$ cat config.mk
export PLATFORM = sky130hd
export DESIGN_NAME = sram_stream_dma_flat
export DESIGN_NICKNAME = d
export VERILOG_FILES = /design/src/rtl/sram_dma_pkg.sv /design/src/rtl/sram_stream_dma_if.sv /design/src/rtl/dma_skid_fifo.sv /design/src/rtl/sram_stream_dma.sv /design/src/flat_wrapper.sv
export SDC_FILE = /design/constraint.sdc
export NUM_CORES = 1
export LEC_CHECK = 0
export BUFFER_PORTS_ARGS = -buffer_cell sky130_fd_sc_hd__buf_2
export CORE_MARGIN = 3
export CORE_UTILIZATION = 59
export DETAILED_ROUTE_END_ITERATION = 7
export PLACE_DENSITY = 0.86
export SYNTH_ARGS = -nofsm -noshare
export SYNTH_HDL_FRONTEND = slang
export SYNTH_SLANG_ARGS = --single-unit
export TNS_END_PERCENT = 100
$ cat constraint.sdc
create_clock -name clk -period 4.2 [get_ports clk]
set_clock_uncertainty 0.1 [all_clocks]
set_input_delay 0.21 -clock clk [delete_from_list [all_inputs] [get_ports clk]]
set_output_delay 0.21 -clock clk [all_outputs]
set_load 0.05 [all_outputs]
$ cat src/rtl/sram_dma_pkg.sv
// Shared types and sizing for the SRAM stream DMA.
// Widths here size the interface, the top and the skid FIFO.
package sram_dma_pkg;
  localparam int DATA_W     = 32;
  localparam int ADDR_W     = 32;
  localparam int LEN_W      = 15;
  localparam int MEM_BYTES  = 65536;
  localparam int FIFO_DEPTH = 2;

  localparam logic DIR_READ  = 1'b0;
  localparam logic DIR_WRITE = 1'b1;

  typedef enum logic [2:0] {
    IDLE,
    WRITE,
    READ,
    DRAIN,
    RESP
  } dma_state_e;
endpackage

$ cat src/rtl/sram_stream_dma_if.sv
// Command, write/read stream, status and SRAM port bundle.
// master = the DMA, slave = everything around it.
interface sram_stream_dma_if;
  import sram_dma_pkg::*;

  logic              cmd_valid;
  logic              cmd_ready;
  logic              cmd_dir;
  logic [ADDR_W-1:0] cmd_addr;
  logic [LEN_W-1:0]  cmd_len;
  logic              wr_valid;
  logic              wr_ready;
  logic [DATA_W-1:0] wr_data;
  logic              rd_valid;
  logic              rd_ready;
  logic [DATA_W-1:0] rd_data;
  logic              done;
  logic              err;
  logic [3:0]        sram_web;
  logic [ADDR_W-1:0] sram_addr;
  logic [DATA_W-1:0] sram_wdata;
  logic [DATA_W-1:0] sram_rdata;

  modport master (
    input  cmd_valid, cmd_dir, cmd_addr, cmd_len,
    input  wr_valid, wr_data, rd_ready, sram_rdata,
    output cmd_ready, wr_ready, rd_valid, rd_data,
    output done, err, sram_web, sram_addr, sram_wdata
  );

  modport slave (
    output cmd_valid, cmd_dir, cmd_addr, cmd_len,
    output wr_valid, wr_data, rd_ready, sram_rdata,
    input  cmd_ready, wr_ready, rd_valid, rd_data,
    input  done, err, sram_web, sram_addr, sram_wdata
  );
endinterface

$ cat src/rtl/dma_skid_fifo.sv
// Small circular FIFO absorbing the SRAM read latency.
// Push and pop in the same cycle are legal even when full.
module dma_skid_fifo #(
  parameter int DATA_W     = 32,
  parameter int FIFO_DEPTH = 2,
  localparam int PW = (FIFO_DEPTH > 1) ? $clog2(FIFO_DEPTH) : 1,
  localparam int CW = $clog2(FIFO_DEPTH + 1)
) (
  input  logic              clk,
  input  logic              rst_n,
  input  logic              push,
  input  logic [DATA_W-1:0] push_data,
  input  logic              pop,
  output logic [CW-1:0]     count,
  output logic [DATA_W-1:0] head
);
  logic [DATA_W-1:0] mem_q [FIFO_DEPTH];
  logic [DATA_W-1:0] mem_d [FIFO_DEPTH];
  logic [PW-1:0]     wp_q, wp_d;
  logic [PW-1:0]     rp_q, rp_d;
  logic [CW-1:0]     cnt_q, cnt_d;

  function automatic logic [PW-1:0] nxt(input logic [PW-1:0] p);
    return (p == PW'(FIFO_DEPTH - 1)) ? '0 : p + 1'b1;
  endfunction

  always_comb begin
    mem_d = mem_q;
    wp_d  = wp_q;
    rp_d  = rp_q;
    cnt_d = cnt_q + CW'(push) - CW'(pop);
    if (push) begin
      mem_d[wp_q] = push_data;
      wp_d        = nxt(wp_q);
    end
    if (pop) begin
      rp_d = nxt(rp_q);
    end
  end

  always_ff @(posedge clk) begin
    if (!rst_n) begin
      mem_q <= '{default: '0};
      wp_q  <= '0;
      rp_q  <= '0;
      cnt_q <= '0;
    end else begin
      mem_q <= mem_d;
      wp_q  <= wp_d;
      rp_q  <= rp_d;
      cnt_q <= cnt_d;
    end
  end

  assign count = cnt_q;
  assign head  = mem_q[rp_q];
endmodule

$ cat src/rtl/sram_stream_dma.sv
// Word DMA between valid/ready streams and a 1-cycle SRAM.
// Reads prefetch only as far as the skid FIFO can absorb.
module sram_stream_dma
  import sram_dma_pkg::*;
(
  input logic               clk,
  input logic               rst_n,
  sram_stream_dma_if.master bus
);
  localparam int CW = $clog2(FIFO_DEPTH + 1);

  typedef logic [ADDR_W:0] ext_t;

  dma_state_e        state_q, state_d;
  logic [ADDR_W-1:0] cur_q, cur_d;
  logic [LEN_W-1:0]  rem_q, rem_d;
  logic              err_q, err_d;
  logic              infl_q, infl_d;
  logic [ADDR_W-1:0] addr_q, addr_d;
  logic [DATA_W-1:0] wdata_q, wdata_d;

  logic              push;
  logic              pop;
  logic              issue;
  logic              reject;
  logic [CW-1:0]     count;
  logic [DATA_W-1:0] head;
  ext_t              end_addr;
  int                occ;

  dma_skid_fifo #(
    .DATA_W     (DATA_W),
    .FIFO_DEPTH (FIFO_DEPTH)
  ) u_fifo (
    .clk       (clk),
    .rst_n     (rst_n),
    .push      (push),
    .push_data (bus.sram_rdata),
    .pop       (pop),
    .count     (count),
    .head      (head)
  );

  // Range check is done one bit wider so a huge length cannot wrap.
  always_comb begin
    end_addr = {1'b0, bus.cmd_addr} + (ext_t'(bus.cmd_len) << 2);
    reject   = (bus.cmd_addr[1:0] != 2'b00) ||
               (end_addr > ext_t'(MEM_BYTES));
  end

  // A word returning this cycle or already queued still owns a slot.
  always_comb begin
    push  = infl_q;
    pop   = (count != '0) && bus.rd_ready;
    occ   = int'(count) + int'(infl_q) - int'(pop);
    issue = (state_q == READ) && (occ < FIFO_DEPTH);
  end

  always_comb begin
    state_d        = state_q;
    cur_d          = cur_q;
    rem_d          = rem_q;
    err_d          = err_q;
    infl_d         = issue;
    addr_d         = addr_q;
    wdata_d        = wdata_q;
    bus.cmd_ready  = 1'b0;
    bus.wr_ready   = 1'b0;
    bus.done       = 1'b0;
    bus.err        = 1'b0;
    bus.sram_web   = 4'hF;
    bus.sram_addr  = addr_q;
    bus.sram_wdata = wdata_q;
    unique case (state_q)
      IDLE: begin
        bus.cmd_ready = 1'b1;
        if (bus.cmd_valid) begin
          cur_d = bus.cmd_addr;
          rem_d = bus.cmd_len;
          err_d = reject;
          if (reject || bus.cmd_len == '0) begin
            state_d = RESP;
          end else if (bus.cmd_dir == DIR_WRITE) begin
            state_d = WRITE;
          end else begin
            state_d = READ;
          end
        end
      end
      WRITE: begin
        bus.wr_ready = 1'b1;
        if (bus.wr_valid) begin
          bus.sram_web   = 4'h0;
          bus.sram_addr  = cur_q;
          bus.sram_wdata = bus.wr_data;
          addr_d         = cur_q;
          wdata_d        = bus.wr_data;
          cur_d          = cur_q + ADDR_W'(4);
          rem_d          = rem_q - LEN_W'(1);
          if (rem_q == LEN_W'(1)) begin
            state_d = RESP;
          end
        end
      end
      READ: begin
        if (issue) begin
          bus.sram_addr = cur_q;
          addr_d        = cur_q;
          cur_d         = cur_q + ADDR_W'(4);
          rem_d         = rem_q - LEN_W'(1);
          if (rem_q == LEN_W'(1)) begin
            state_d = DRAIN;
          end
        end
      end
      DRAIN: begin
        if (count == '0 && !infl_q) begin
          state_d = RESP;
        end
      end
      RESP: begin
        bus.done = 1'b1;
        bus.err  = err_q;
        err_d    = 1'b0;
        state_d  = IDLE;
      end
      default: state_d = IDLE;
    endcase
  end

  always_ff @(posedge clk) begin
    if (!rst_n) begin
      state_q <= IDLE;
      cur_q   <= '0;
      rem_q   <= '0;
      err_q   <= 1'b0;
      infl_q  <= 1'b0;
      addr_q  <= '0;
      wdata_q <= '0;
    end else begin
      state_q <= state_d;
      cur_q   <= cur_d;
      rem_q   <= rem_d;
      err_q   <= err_d;
      infl_q  <= infl_d;
      addr_q  <= addr_d;
      wdata_q <= wdata_d;
    end
  end

  assign bus.rd_valid = (count != '0);
  assign bus.rd_data  = head;
endmodule
$ cat src/flat_wrapper.sv
// flat-port wrapper written by rule: the top's interface ports become plain ports
module sram_stream_dma_flat import sram_dma_pkg::*;
  (clk, rst_n, bus_cmd_valid, bus_cmd_dir, bus_cmd_addr, bus_cmd_len, bus_wr_valid, bus_wr_data, bus_rd_ready, bus_sram_rdata, bus_cmd_ready, bus_wr_ready, bus_rd_valid, bus_rd_data, bus_done, bus_err, bus_sram_web, bus_sram_addr, bus_sram_wdata);
  sram_stream_dma_if bus_i ();
  input logic clk;
  input logic rst_n;
  input wire logic [$bits(bus_i.cmd_valid)-1:0] bus_cmd_valid;
  input wire logic [$bits(bus_i.cmd_dir)-1:0] bus_cmd_dir;
  input wire logic [$bits(bus_i.cmd_addr)-1:0] bus_cmd_addr;
  input wire logic [$bits(bus_i.cmd_len)-1:0] bus_cmd_len;
  input wire logic [$bits(bus_i.wr_valid)-1:0] bus_wr_valid;
  input wire logic [$bits(bus_i.wr_data)-1:0] bus_wr_data;
  input wire logic [$bits(bus_i.rd_ready)-1:0] bus_rd_ready;
  input wire logic [$bits(bus_i.sram_rdata)-1:0] bus_sram_rdata;
  output wire logic [$bits(bus_i.cmd_ready)-1:0] bus_cmd_ready;
  output wire logic [$bits(bus_i.wr_ready)-1:0] bus_wr_ready;
  output wire logic [$bits(bus_i.rd_valid)-1:0] bus_rd_valid;
  output wire logic [$bits(bus_i.rd_data)-1:0] bus_rd_data;
  output wire logic [$bits(bus_i.done)-1:0] bus_done;
  output wire logic [$bits(bus_i.err)-1:0] bus_err;
  output wire logic [$bits(bus_i.sram_web)-1:0] bus_sram_web;
  output wire logic [$bits(bus_i.sram_addr)-1:0] bus_sram_addr;
  output wire logic [$bits(bus_i.sram_wdata)-1:0] bus_sram_wdata;
  assign bus_i.cmd_valid = bus_cmd_valid;
  assign bus_i.cmd_dir = bus_cmd_dir;
  assign bus_i.cmd_addr = bus_cmd_addr;
  assign bus_i.cmd_len = bus_cmd_len;
  assign bus_i.wr_valid = bus_wr_valid;
  assign bus_i.wr_data = bus_wr_data;
  assign bus_i.rd_ready = bus_rd_ready;
  assign bus_i.sram_rdata = bus_sram_rdata;
  assign bus_cmd_ready = bus_i.cmd_ready;
  assign bus_wr_ready = bus_i.wr_ready;
  assign bus_rd_valid = bus_i.rd_valid;
  assign bus_rd_data = bus_i.rd_data;
  assign bus_done = bus_i.done;
  assign bus_err = bus_i.err;
  assign bus_sram_web = bus_i.sram_web;
  assign bus_sram_addr = bus_i.sram_addr;
  assign bus_sram_wdata = bus_i.sram_wdata;
  sram_stream_dma u_core (.clk(clk), .rst_n(rst_n), .bus(bus_i));
endmodule
==> metrics.txt <==
clock latency on the worst-skew pair 0.44 ns; Die Wd 136 microns; xor/xnor share of the synthesized area 0.874%; Final Instance Area 12200 sq um; H-tree levels 4; via count 10100; Finished Layout Cells 1678; cell count after synthesis 1238; Worst VDD drop 0.334 mV; Core Area 16600 sq um; critical path launch point type register; Post-CTS Resized 0; power density cells 347 nW/um^2; Crit. End Element output pin; syn_nets 1383; Starting Density 60.4%; Post-synth EDFFs 0; total gr overflow 0; Fillers 1210; fraction of layout cells with a size suffix above 1 roughly 27%; DRC Markers 0; Post-Synth Adder-Cell Area 3.65%; Die Ht 136 microns; clk slew on worst S/H paths 0.08 ns; post-synthesis sequential area ratio 36.8%; CTS tree built; terminus of the critical flop-to-flop path u_core.cur_q[2]; Worst Path Class, Setup register to output pin; worst-margin pin slew 1.13 ns; Via density between 6 and 7; Sink Count 184; Final Hold Fails 0; global-route wire length before repair ~47000 microns; Hold Crit Class primary input to register; Slowest-stage cell, CP o21ai_0; post-DP HPWL slightly above 20000 microns; CP Cell Sequence o21ai_0 -> nor2_1 -> fa_1 -> nor2b_1 -> a21oi_1 -> nor2_1 -> o2bb2ai_1 -> nand2b_1 -> buf_4 -> mux2_2 -> buf_2; RSZ-0062 raised after global routing no; post-synthesis mux area share 10.9%; final worst slack 0.575 ns; die area 18600 sq um; status complete, no violations; Placer Congestion around 1; DR WL/cell 17.8 microns; crit-path max FO 33; Final Critical Period 3.63 ns; Port Buf Inserts 221; overall routed net length 29800 microns; Max Transition Viols Final 0; GR Util All Layers 30.9%; Post-CTS Setup Bufs 0; flop2flop setup slack around 0.9 ns; CP required 3.89 ns; initial antenna violation count 1; syn_area_per_cell approximately 8.1 sq um; ys async rst share 0%; CTS root buffer clkbuf_16; Placed Area ~11000 sq um; simple-gate share of the synthesized area about 24%; Ports 222; nets 1589; worst hold start bus_wr_data[11]; post-place setup slack 1.01 ns; Synth Cell Area 10000 sq um; Leak around 5.2 nW; power consumption 4.22 mW; largest family of logic cells by synthesized area simple AND/OR/NAND/NOR gates; Crit Reg-Reg Startpoint u_core.u_fifo.count[1]; drt initial violations approximately 1200; clock buffer depth 2; Slew Limit Headroom 24.4%; vias in the first global route 9462; Hold Path Stages 3; Critical Path AT 3.32 ns; Worst path max stage delay 0.45 ns; largest net degree at the start of global routing 84; achievable clock frequency 0.276 GHz; Area Overhead vs Synth 21.5%; final setup TNS 0 ns; Yosys warning count 0; worst reg-to-reg path cell count 12; final setup fails 0; fin crit share 86.3%; num rows 47; WHS Endpoint u_core.wdata_q[11]; first-pass iteration count of the detailed router 6; Crit path top cell by count nor2_1; count of different cell masters after synthesis 79; CTS buffer count 17; prevailing post-synth register cell dfxtp_1; Synth Area in Compound Gates 19.1%; post-cts hold buffer count 38; Synth Register Bits approximately 180; placed cells 1607; DRT antenna net count 0; maxcap violations 0
-- critical path: cells and delay by family (launching register included) --
family | cells | cell delay [ns]
adders and majority gates | 1 | 0.37
muxes | 1 | 0.41
DFF | 1 | 0.35
and+or+nand+nor | 4 | 0.46
buffers and inverters | 2 | 0.59
AOI/OAI and AO/OA | 3 | 0.69
-- kinds of logic after synthesis --
family	Yosys count
flip-flops	184
AND/OR/NAND/NOR	500
adder cells (fa/ha/maj)	28
AO/OA/AOI/OAI	309
buffers and inverters	110
XOR/XNOR	10
multiplexers	97
-- how the worst max path moves through the flow --
stage | from | depth (start not counted) | end | slack [ns]
after global placement | bus_cmd_len[0] | 12 | u_core.err_q | 1.04
after detailed placement | bus_cmd_len[0] | 12 | u_core.err_q | 1.01
after floorplan | u_core.infl_q | 15 | u_core.addr_q[21] | 0.64
after CTS | u_core.u_fifo.count[1] | 11 | bus_sram_addr[10] | 0.60
after global routing | u_core.u_fifo.count[1] | 11 | bus_sram_addr[10] | 0.39
final | u_core.u_fifo.count[1] | 11 | bus_sram_addr[10] | 0.57
-- routing by layer --
| metal | wire length, microns | up-vias | GRT usage, % |
|---|---|---|---|
| met5 | 0 | - | 0 |
| met2 | 14100 | 532 | 50.5 |
| li1 | - | 4783 | - |
| met1 | 12100 | 4722 | 39.7 |
| met3 | 2670 | 77 | 7.36 |
| met4 | 922 | 0 | 11.5 |
-- through the flow --
step | hold WS [ns] | utilization (%)
after global placement | 0.338 | 67.3
final | 0.0125 | 73.4
after detailed placement | 0.344 | 67.3
after global routing | 0.0156 | 73.4
after floorplan | 0.246 | -
after CTS | 0.00789 | 73.4
-- cell usage after synthesis, drive strengths merged, types with 3 or more instances --
cell type | n | share of area [%]
nand2 | 203 | 7.6
dfxtp | 184 | 37
a21oi | 155 | 7.9
mux2 | 95 | 11
nor2 | 94 | 3.5
and2 | 73 | 4.6
clkbuf | 65 | 2.4
o21ai | 61 | 3.1
ha | 26 | 3.2
nand4 | 26 | 1.7
nand3 | 25 | 1.2
inv | 23 | 0.86
buf | 22 | 1.4
nor3 | 18 | 0.90
and3 | 17 | 1.1
a22oi | 12 | 0.90
nor4 | 11 | 0.69
a211oi | 10 | 0.75
a31oi | 9 | 0.77
o211ai | 7 | 0.52
o31ai | 7 | 0.57
a21o | 6 | 0.54
xnor2 | 6 | 0.52
a2111oi | 5 | 0.51
and4 | 5 | 0.44
nor3b | 5 | 0.37
o221a | 5 | 0.65
a311oi | 4 | 0.52
nor4b | 4 | 0.56
o22ai | 4 | 0.25
or3 | 4 | 0.25
xor2 | 4 | 0.35
nand2b | 3 | 0.19
nand3b | 3 | 0.22
nand4b | 3 | 0.26
nor2b | 3 | 0.19
o2111ai | 3 | 0.32
-- power breakdown --
group	internal (mW)	total (mW)	switching [mW]	leakage (nW)
logic	0.275	0.685	0.411	3.43
clock network	0.863	1.68	0.812	0.294
registers	1.79	1.86	0.0721	1.49
-- sequential cells by signal, summed over array words and instances (netlist names) --
name                 flops
u_core.u_fifo.count      2
u_core.infl_q            1
u_core.addr_q           32
u_core.err_q             1
u_core.cur_q            32
u_core.u_fifo.rp_q       1
u_core.state_q           3
u_core.rem_q            15
u_core.u_fifo.mem_q     64
u_core.wdata_q          32
u_core.u_fifo.wp_q       1
-- cells in the final DEF (no fill, tap or decap), types with 11 or more instances in the layout --
| cell | count |
|---|---|
| mux2_2 | 95 |
| buf_2 | 221 |
| dfxtp_1 | 184 |
| nor4_1 | 11 |
| and3_1 | 16 |
| ha_1 | 26 |
| nand4_1 | 25 |
| nand2_1 | 203 |
| inv_1 | 22 |
| a21oi_1 | 151 |
| o21ai_0 | 59 |
| nand3_1 | 25 |
| nor3_1 | 17 |
| and2_1 | 73 |
| dlygate4sd3_1 | 38 |
| buf_4 | 13 |
| a22oi_1 | 12 |
| nor2_1 | 93 |
| clkbuf_16 | 17 |
-- area by class of cell --
| class | count | area [sq um] | share of cell area (%) |
|---|---|---|---|
| multi-input cells | 944 | 5880 | 48.3 |
| clock inverters | 15 | 195 | 1.60 |
| well taps | 220 | 275 | 2.26 |
| clock buffers | 17 | 425 | 3.50 |
| diodes | 1 | 2.50 | 0.0206 |
| inverters | 23 | 87.6 | 0.720 |
| flip-flops and latches | 184 | 3680 | 30.3 |
| repair buffers | 274 | 1620 | 13.3 |
Power figures use the tool's default switching activity.
